<file path="src/rtl/ets_frame_writer.sv">
// ets_frame_writer
//   Multi-channel ETS write sequencer. Takes one sample step per 4-phase
//   valid/ready handshake, writes all NUM_CH channels at a shared running tap
//   address, and after DEPTH taps requests a triple-buffer swap.
//
//   Optional feature macro: ETS_FRAME_TIMEOUT_EN
//     defined   -> REQUEST gives up after TIMEOUT_CYC cycles without
//                  frame_ready, drops the frame and sets sticky timeout_err.
//     undefined -> REQUEST waits indefinitely; timeout_err is constant 0.
//
// Ports
//   clk          shifting clock, rising edge
//   reset        synchronous, active-high
//   en           allows a new tap to start
//   ch_en        channel write mask, latched at frame start (tap address 0)
//   s_valid      core sample valid (level)
//   s_ready      tap committed; held until s_valid falls
//   s_data       NUM_CH samples, ch0 in the LSBs
//   wr_addr      RAM write address (running tap index)
//   wr_data      registered copy of s_data
//   wr_we        per-channel RAM write enable
//   frame_req    buffer-swap request
//   frame_ready  swap acknowledge (only looked at in REQUEST)
//   frame_count  completed frames, wraps at 16 bits
//   busy         high whenever the sequencer is not idle
//   timeout_err  sticky request-timeout flag
module ets_frame_writer #(
  parameter int NUM_CH      = 2,
  parameter int DATA_W      = 32,
  parameter int DEPTH       = 2240,
  parameter int ADDR_W      = 12,
  parameter int WR_HOLD     = 2,
  parameter int TIMEOUT_CYC = 4096
) (
  input  logic                     clk,
  input  logic                     reset,
  input  logic                     en,
  input  logic [NUM_CH-1:0]        ch_en,
  input  logic                     s_valid,
  output logic                     s_ready,
  input  logic [NUM_CH*DATA_W-1:0] s_data,
  output logic [ADDR_W-1:0]        wr_addr,
  output logic [NUM_CH*DATA_W-1:0] wr_data,
  output logic [NUM_CH-1:0]        wr_we,
  output logic                     frame_req,
  input  logic                     frame_ready,
  output logic [15:0]              frame_count,
  output logic                     busy,
  output logic                     timeout_err
);

  typedef enum logic [1:0] {
    S_IDLE    = 2'd0,
    S_WRITE   = 2'd1,
    S_REQUEST = 2'd2,
    S_DONE    = 2'd3
  } state_t;

  localparam int CNT_W = (WR_HOLD > 1) ? $clog2(WR_HOLD) : 1;

  state_t             state_r;
  logic [CNT_W-1:0]   cnt_r;
  logic [NUM_CH-1:0]  mask_r;

`ifdef ETS_FRAME_TIMEOUT_EN
  localparam int TO_W = $clog2(TIMEOUT_CYC + 1);
  logic [TO_W-1:0]    to_cnt_r;
`endif

  // Sequencer FSM; every output is a register updated alongside the state.
  always_ff @(posedge clk) begin
    if (reset) begin
      state_r     <= S_IDLE;
      cnt_r       <= '0;
      mask_r      <= '0;
      s_ready     <= 1'b0;
      wr_addr     <= '0;
      wr_data     <= '0;
      wr_we       <= '0;
      frame_req   <= 1'b0;
      frame_count <= 16'd0;
      busy        <= 1'b0;
      timeout_err <= 1'b0;
`ifdef ETS_FRAME_TIMEOUT_EN
      to_cnt_r    <= '0;
`endif
    end else begin
      case (state_r)
        S_IDLE: begin
          if (en && s_valid) begin
            state_r <= S_WRITE;
            busy    <= 1'b1;
            wr_data <= s_data;
            cnt_r   <= '0;
            // The mask only changes at a frame boundary so a frame is
            // always written with one consistent channel set.
            if (wr_addr == '0) begin
              mask_r <= ch_en;
              wr_we  <= ch_en;
            end else begin
              wr_we  <= mask_r;
            end
          end
        end
        S_WRITE: begin
          if (cnt_r == CNT_W'(WR_HOLD - 1)) begin
            wr_we <= '0;
            if (wr_addr == ADDR_W'(DEPTH - 1)) begin
              wr_addr   <= '0;
              frame_req <= 1'b1;
              state_r   <= S_REQUEST;
`ifdef ETS_FRAME_TIMEOUT_EN
              to_cnt_r  <= '0;
`endif
            end else begin
              wr_addr <= wr_addr + ADDR_W'(1);
              s_ready <= 1'b1;
              state_r <= S_DONE;
            end
          end else begin
            cnt_r <= cnt_r + CNT_W'(1);
          end
        end
        S_REQUEST: begin
          if (frame_ready) begin
            frame_req   <= 1'b0;
            frame_count <= frame_count + 16'd1;
            s_ready     <= 1'b1;
            state_r     <= S_DONE;
`ifdef ETS_FRAME_TIMEOUT_EN
          end else if (to_cnt_r == TO_W'(TIMEOUT_CYC - 1)) begin
            // Controller never answered: drop the frame, keep the count.
            frame_req   <= 1'b0;
            timeout_err <= 1'b1;
            s_ready     <= 1'b1;
            state_r     <= S_DONE;
          end else begin
            to_cnt_r    <= to_cnt_r + TO_W'(1);
`endif
          end
        end
        S_DONE: begin
          if (!s_valid) begin
            s_ready <= 1'b0;
            busy    <= 1'b0;
            state_r <= S_IDLE;
          end
        end
        default: begin
          state_r   <= S_IDLE;
          s_ready   <= 1'b0;
          wr_we     <= '0;
          frame_req <= 1'b0;
          busy      <= 1'b0;
        end
      endcase
    end
  end

endmodule

</file>
<file path="config.mk">
export PLATFORM = sky130hd
export DESIGN_NAME = ets_frame_writer
export DESIGN_NICKNAME = d
export VERILOG_FILES = /design/src/rtl/ets_frame_writer.sv
export SDC_FILE = /design/constraint.sdc
export NUM_CORES = 1
export LEC_CHECK = 0
export CAP_MARGIN = 20
export CORE_AREA = 2 2 101 103
export DETAILED_ROUTE_END_ITERATION = 10
export DIE_AREA = 0 0 103 105
export GPL_TIMING_DRIVEN = 0
export PLACE_DENSITY_LB_ADDON = 0.3
export SYNTH_ARGS = -nofsm -noshare
export SYNTH_HDL_FRONTEND = slang
export SYNTH_SLANG_ARGS = --single-unit
</file>
<file path="constraint.sdc">
create_clock -name clk -period 2.4 [get_ports clk]
set_input_delay 0.36 -clock clk [delete_from_list [all_inputs] [get_ports clk]]
set_output_delay 0.36 -clock clk [all_outputs]
set_load 0.005 [all_outputs]
</file>
Word-level counts from Yosys, hierarchy flattened. Cells that the tools add are included.

Register bits: 102. Input bits: 71.

$add $sub $neg: 3. Equality and inequality tests: 10. Multiplexer cells: 25. Reductions and logical operators: 16.

Operator list (count): 16-bit by 1-bit adder with 16-bit output, second input constant (1); 2-bit 2-to-1 mux (7); 12-bit by 1-bit adder with 12-bit output, second input constant (1); 12-bit == test, second input constant (1); 12-bit logical NOT (1); 12-bit 2-to-1 mux (1); 2-bit inequality test, second input constant (6); 1-bit 2-to-1 mux (11); 2-bit one-hot mux with 4 select lines (1); 2-bit AND reduction (4); 4-bit AND reduction (2); 1-bit one-hot mux with 2 select lines (3); 3-bit AND reduction (2); 2-bit nonzero test (3); 5-bit AND reduction (1); 2-bit == test, second input constant (2); 2-bit one-hot mux with 2 select lines (1); 1-bit one-hot mux with 3 select lines (1); 3-bit nonzero test (1); 2-bit by 1-bit == test with 1-bit output, second input constant (1); 2-bit logical NOT (1); 1-bit adder, second input constant (1); 1-bit logical AND (1).

Depth between registers and ports, before layout.
Word-level depth: 4. Depth in mapped cells: 8. Depth with buffers taken out: 6.

Worst setup path after synthesis. No wires, ideal clock.

Path kind: register to register. Start: reg state_r[1]. End: reg state_r[0]. Data arrival time: 1637 ps. Path slack: 668 ps. Cell stages (with the launch flop): 7. Path buffers: 0. Clock period less this slack: 1732 ps. Path through: dfxtp_1 > inv_1 > ha_1 > nor2b_1 > a2111oi_2 > o21ai_0 > a221oi_1.

Word-level cells in the longest chain between the ends: 3. Elaborated cells between the ends (all ways): 10.

RTL lines: start, declared (line 61) `state_t state_r;`; start signal, assigned (line 73) `state_r <= S_IDLE;`; start signal, assigned (line 91) `state_r <= S_WRITE;`; start signal, assigned (line 111) `state_r <= S_REQUEST;`; 2-bit by 1-bit == test with 1-bit output, or another cell as far along (line 88) `case (state_r)`; 2-bit inequality test (no source line); 4-bit AND reduction (no source line).

Parallel ways exist; a longest one is shown, timed or not. A chain may end at the register's enable or synchronous reset.

Worst setup path in the final report.
Start: reg state_r[1]. End: reg wr_data[54].

Word-level cells in the longest chain between the ends: 2.

RTL lines: 2-bit logical NOT (line 88); 2-bit AND reduction (no source line); end signal, assigned (line 93) `wr_data <= s_data;`; end, declared (line 43) `output logic [NUM_CH*DATA_W-1:0] wr_data,`.

Every way passes these cells.

==> results by group <==
STA
  • Maximum clock frequency: 484.0 MHz
  • Setup repair after global routing missed its margin: false
  • Number of failing hold endpoints at the final stage: 0
  • Setup Total Neg Slack: 0 ps
  • Worst relative slew slack: 0.6102
  • Fin. max-slew vios: 0
  • Clock skew after layout: between 10 and 15 ps
  • Slew at the pin with the worst max-slew slack: between 500 and 600 ps
  • Post-route clock period utilization: 0.8609
  • Clock period minus worst slack: between 2000 and 2500 ps
  • Setup-failing EPs final: 0

CTS
  • Post-CTS setup buffers: 0
  • Total number of H-tree levels: 3
  • Clock latency of the later-clocked register in the worst-skew pair: 370 ps
  • Number of clock sinks seen by CTS: ~100
  • TritonCTS clock tree: done
  • TritonCTS Buffers: 9
  • CTS Root Cell: sky130_fd_sc_hd__clkbuf_8
  • Post-CTS Hold Fix Bufs: 0
  • Cts repair resizes: 0
  • Clock edge transition at the registers on the reported setup and hold paths: 100 ps
  • Number of buffers between clock root and the deepest sink: 2

Setup path
  • Worst Path Arrival: approximately 2400 ps
  • CP max stage delay: between 400 and 500 ps
  • Kind of end point of the critical path: flip-flop
  • CP most frequent cell: sky130_fd_sc_hd__clkbuf_1
  • Cell with the largest stage delay on the worst path: sky130_fd_sc_hd__clkbuf_1
  • Depth of the worst register-to-register path: 7
  • Register-to-register setup slack: around 330 ps
  • Worst-path fanout max: 10
  • Crit path launch type: flip-flop
  • Worst reg2reg path endpoint: wr_data[54]$_SDFFE_PP0P_
  • R2r startpoint: state_r[1]$_SDFFE_PP0P_
  • Required time reported for the critical path endpoint: ~2700 ps
  • Cell depth of the worst setup path: 7
  • CP Buf/Inv Count: 3
  • Ordered list of cells on the worst path: inv_1, ha_1, nand3_1, clkbuf_1, clkbuf_1, nand2_1, a21oi_1
  • Family with the most delay on the worst path: buffers and inverters
  • Classification of the worst setup path: reg -> reg
  • Origin of the worst setup path: state_r[1]$_SDFFE_PP0P_
  • Capturing element of the worst setup path: wr_data[54]$_SDFFE_PP0P_

Synthesis
  • Total standard cell area after synthesis: roughly 4100 µm²
  • Post-synthesis instance total: 490
  • Post-synthesis adder-cell area fraction: 0.02450
  • Dominant synthesized flop cell: sky130_fd_sc_hd__dfxtp_1
  • Post-Synth XOR/XNOR Area: 0.04931
  • Number of synthesis warnings: 0
  • Proportion of synthesized area in mux cells: 0.01225
  • Seq cells post-synth: roughly 100
  • Syn nets: about 570
  • Post-synthesis sequential area ratio: 0.4998
  • Number of unique standard cell types used by synthesis: slightly above 40
  • Number of synthesized flops with an enable pin: 0
  • Synth Area per Inst: 8.337 µm²
  • Share of synthesized flip-flops with an asynchronous set or reset: 0
  • Synthesized-area fraction occupied by ao, oa, aoi and oai cells: 0.1182
  • Simple-gate portion of the synthesized area: 0.2484
  • Combinational family with the most area after synthesis: simple AND/OR/NAND/NOR gates

Placed design
  • Instance count after placement with tap cells included: approximately 800
  • Final weighted congestion of routability-driven global placement: 0.8003
  • Cell area after placement: ~5900 µm²
  • Port bufs: ~170
  • DP Wirelength: between 8000 and 9000 µm

Hold path
  • Hold-critical path depth: 2
  • Class of the worst hold path: reg -> reg
  • Startpoint of the worst hold path: wr_data[10]$_SDFFE_PP0P_

Global routing
  • Overflow left after global routing: 0
  • Vias in the first global route: roughly 3900
  • Total track usage: 0.2072
  • Number of antenna violations at the first check in global routing: 0
  • First-pass GRT wire length: 17890 µm
  • Largest net degree at the start of global routing: 19

Drt
  • WL/cell: roughly 14 µm
  • DR vias/cell: 4.888
  • Final wirelength: between 10000 and 15000 µm
  • Routed length on met2: 5493 µm
  • Antenna viol nets, final: 0
  • DRC violations left: 0
  • Top routing layer in use: met4
  • Total via count in the routed design: just under 4000
  • Detailed-router iteration count before antenna repair: 4
  • Routed metal-1 wirelength: about 4800 µm
  • Sum of met3 wire segment lengths after detailed routing: ~750 µm
  • DRT iter0 DRCs: ~130

Power
  • Tot Pwr: about 4.1 mW
  • Power per cell area: approximately 670 nW/µm²
  • Peak supply drop: ~370 µV
  • Leakage power summed over all cells: ~2.2 nW

Layout
  • Final core utilization: 0.6332
  • Design area: between 6000 and 7000 µm²
  • Final #Nets: roughly 750
  • # diodes: 0
  • Layout filler cell count: 893
  • Fraction of layout instances using a drive strength above 1: 0.05052
  • Finished Layout Cells: around 810
  • Synth-to-layout area growth: 49.40%

Floorplanning
  • Die boundary width: roughly 100 µm
  • Initial core utilization: 0.4238
  • Number of top-level pins: roughly 170
  • Die Outline Area: roughly 11000 µm²
  • Row count: 36
  • Core region area: about 9600 µm²
  • Height of the die: between 100 and 150 µm

Job
  • Number of max-cap violations: 0

Outcome
  • Result of the run: completed
[power by group]
| group | switching, mW | internal, mW |
|---|---|---|
| Clock | 0.620 | 0.390 |
| Combinational | 0.552 | 0.587 |
| Sequential | 0.0912 | 1.85 |
| Total | 1.26 | 2.83 |
[flip-flops by register name (all words and copies together) (netlist names)]
register / flops
wr_we: 2
cnt_r: 1
frame_count: 16
state_r: 2
frame_req: 1
s_ready: 1
wr_data: 64
wr_addr: 12
mask_r: 2
busy: 1
[logic make-up (layout without fill, tap and decap cells)]
family	Yosys count	count (layout)
compound gates	88	88
xor+xnor	23	23
fa+ha+maj	8	8
buf+inv	38	221
flops	102	102
mux	5	5
other cells	1	1
simple gates	225	225
[worst min path at each step]
stage                          endpoint  slack (ps)
2_1_floorplan  wr_data[10]$_SDFFE_PP0P_         450
3_3_place_gp   wr_data[32]$_SDFFE_PP0P_         440
3_5_place_dp   wr_data[10]$_SDFFE_PP0P_         450
4_1_cts        wr_data[10]$_SDFFE_PP0P_         460
5_1_grt        wr_data[16]$_SDFFE_PP0P_         470
6_report       wr_data[10]$_SDFFE_PP0P_         460
[cells in the mapped netlist (3+ instances only)]
library cell	n	area, µm²
sky130_fd_sc_hd__nand4_1	15	93.84
sky130_fd_sc_hd__or3_1	4	25.02
sky130_fd_sc_hd__nand2_1	143	536.8
sky130_fd_sc_hd__dfxtp_1	102	2042
sky130_fd_sc_hd__nor3_1	3	15.01
sky130_fd_sc_hd__o21ai_0	5	25.02
sky130_fd_sc_hd__and4_1	6	52.55
sky130_fd_sc_hd__mux2i_1	5	50.05
sky130_fd_sc_hd__and2_1	3	18.77
sky130_fd_sc_hd__xor2_1	20	175.2
sky130_fd_sc_hd__clkbuf_1	19	71.32
sky130_fd_sc_hd__a21oi_1	72	360.4
sky130_fd_sc_hd__nand3_1	10	50.05
sky130_fd_sc_hd__and3_1	3	18.77
sky130_fd_sc_hd__xnor2_1	3	26.28
sky130_fd_sc_hd__inv_1	7	26.28
sky130_fd_sc_hd__buf_2	6	30.03
sky130_fd_sc_hd__ha_1	8	100.1
sky130_fd_sc_hd__nor2_1	29	108.9
[per-stage QoR]
step	setup slack, ps	hold slack [ps]
after floorplan	667.6	450.0
after global placement	252.9	440.6
after detailed placement	218.5	445.1
after CTS	305.7	458.9
after global routing	141.1	473.1
final	333.9	457.2
[cells in the final DEF (no fill, tap or decap), types with 4 or more instances in the layout]
cell type,synthesis,final
sky130_fd_sc_hd__nand3_1,10,10
sky130_fd_sc_hd__or3_1,4,4
sky130_fd_sc_hd__ha_1,8,8
sky130_fd_sc_hd__clkbuf_8,2,11
sky130_fd_sc_hd__buf_2,6,6
sky130_fd_sc_hd__dfxtp_1,102,102
sky130_fd_sc_hd__nand4_1,15,15
sky130_fd_sc_hd__clkdlybuf4s50_1,0,167
sky130_fd_sc_hd__nor2_1,29,29
sky130_fd_sc_hd__o21ai_0,5,5
sky130_fd_sc_hd__and4_1,6,6
sky130_fd_sc_hd__clkbuf_1,19,19
sky130_fd_sc_hd__inv_1,7,7
sky130_fd_sc_hd__mux2i_1,5,5
sky130_fd_sc_hd__nand2_1,143,143
sky130_fd_sc_hd__a21oi_1,72,72
sky130_fd_sc_hd__xor2_1,20,20
[per-layer routing]
layer | up-vias | global-route usage
met5 | - | 0
met4 | 0 | 0.08459
met3 | 22 | 0.05217
met2 | 113 | 0.3506
met1 | 1826 | 0.2463
li1 | 1979 | -
[layout make-up]
class,instances,area (µm²),area share
Buffer,31,163.9,0.02686
Tap cell,133,166.4,0.02727
Sequential cell,102,2042,0.3346
Clock buffer,9,123.9,0.02030
Timing Repair Buffer,167,1672,0.2739
Inverter,7,26.28,0.004305
Multi-Input combinational cell,350,1853,0.3036
Clock inverter,7,56.30,0.009225
[worst register-to-register path: stages, from the launching register on]
cell                       delay (ps)
sky130_fd_sc_hd__dfxtp_1          400
sky130_fd_sc_hd__inv_1            100
sky130_fd_sc_hd__ha_1             260
sky130_fd_sc_hd__nand3_1          110
sky130_fd_sc_hd__clkbuf_1         420
sky130_fd_sc_hd__clkbuf_1         420
sky130_fd_sc_hd__nand2_1          110
sky130_fd_sc_hd__a21oi_1          170
(Power assumes the default switching activity.)
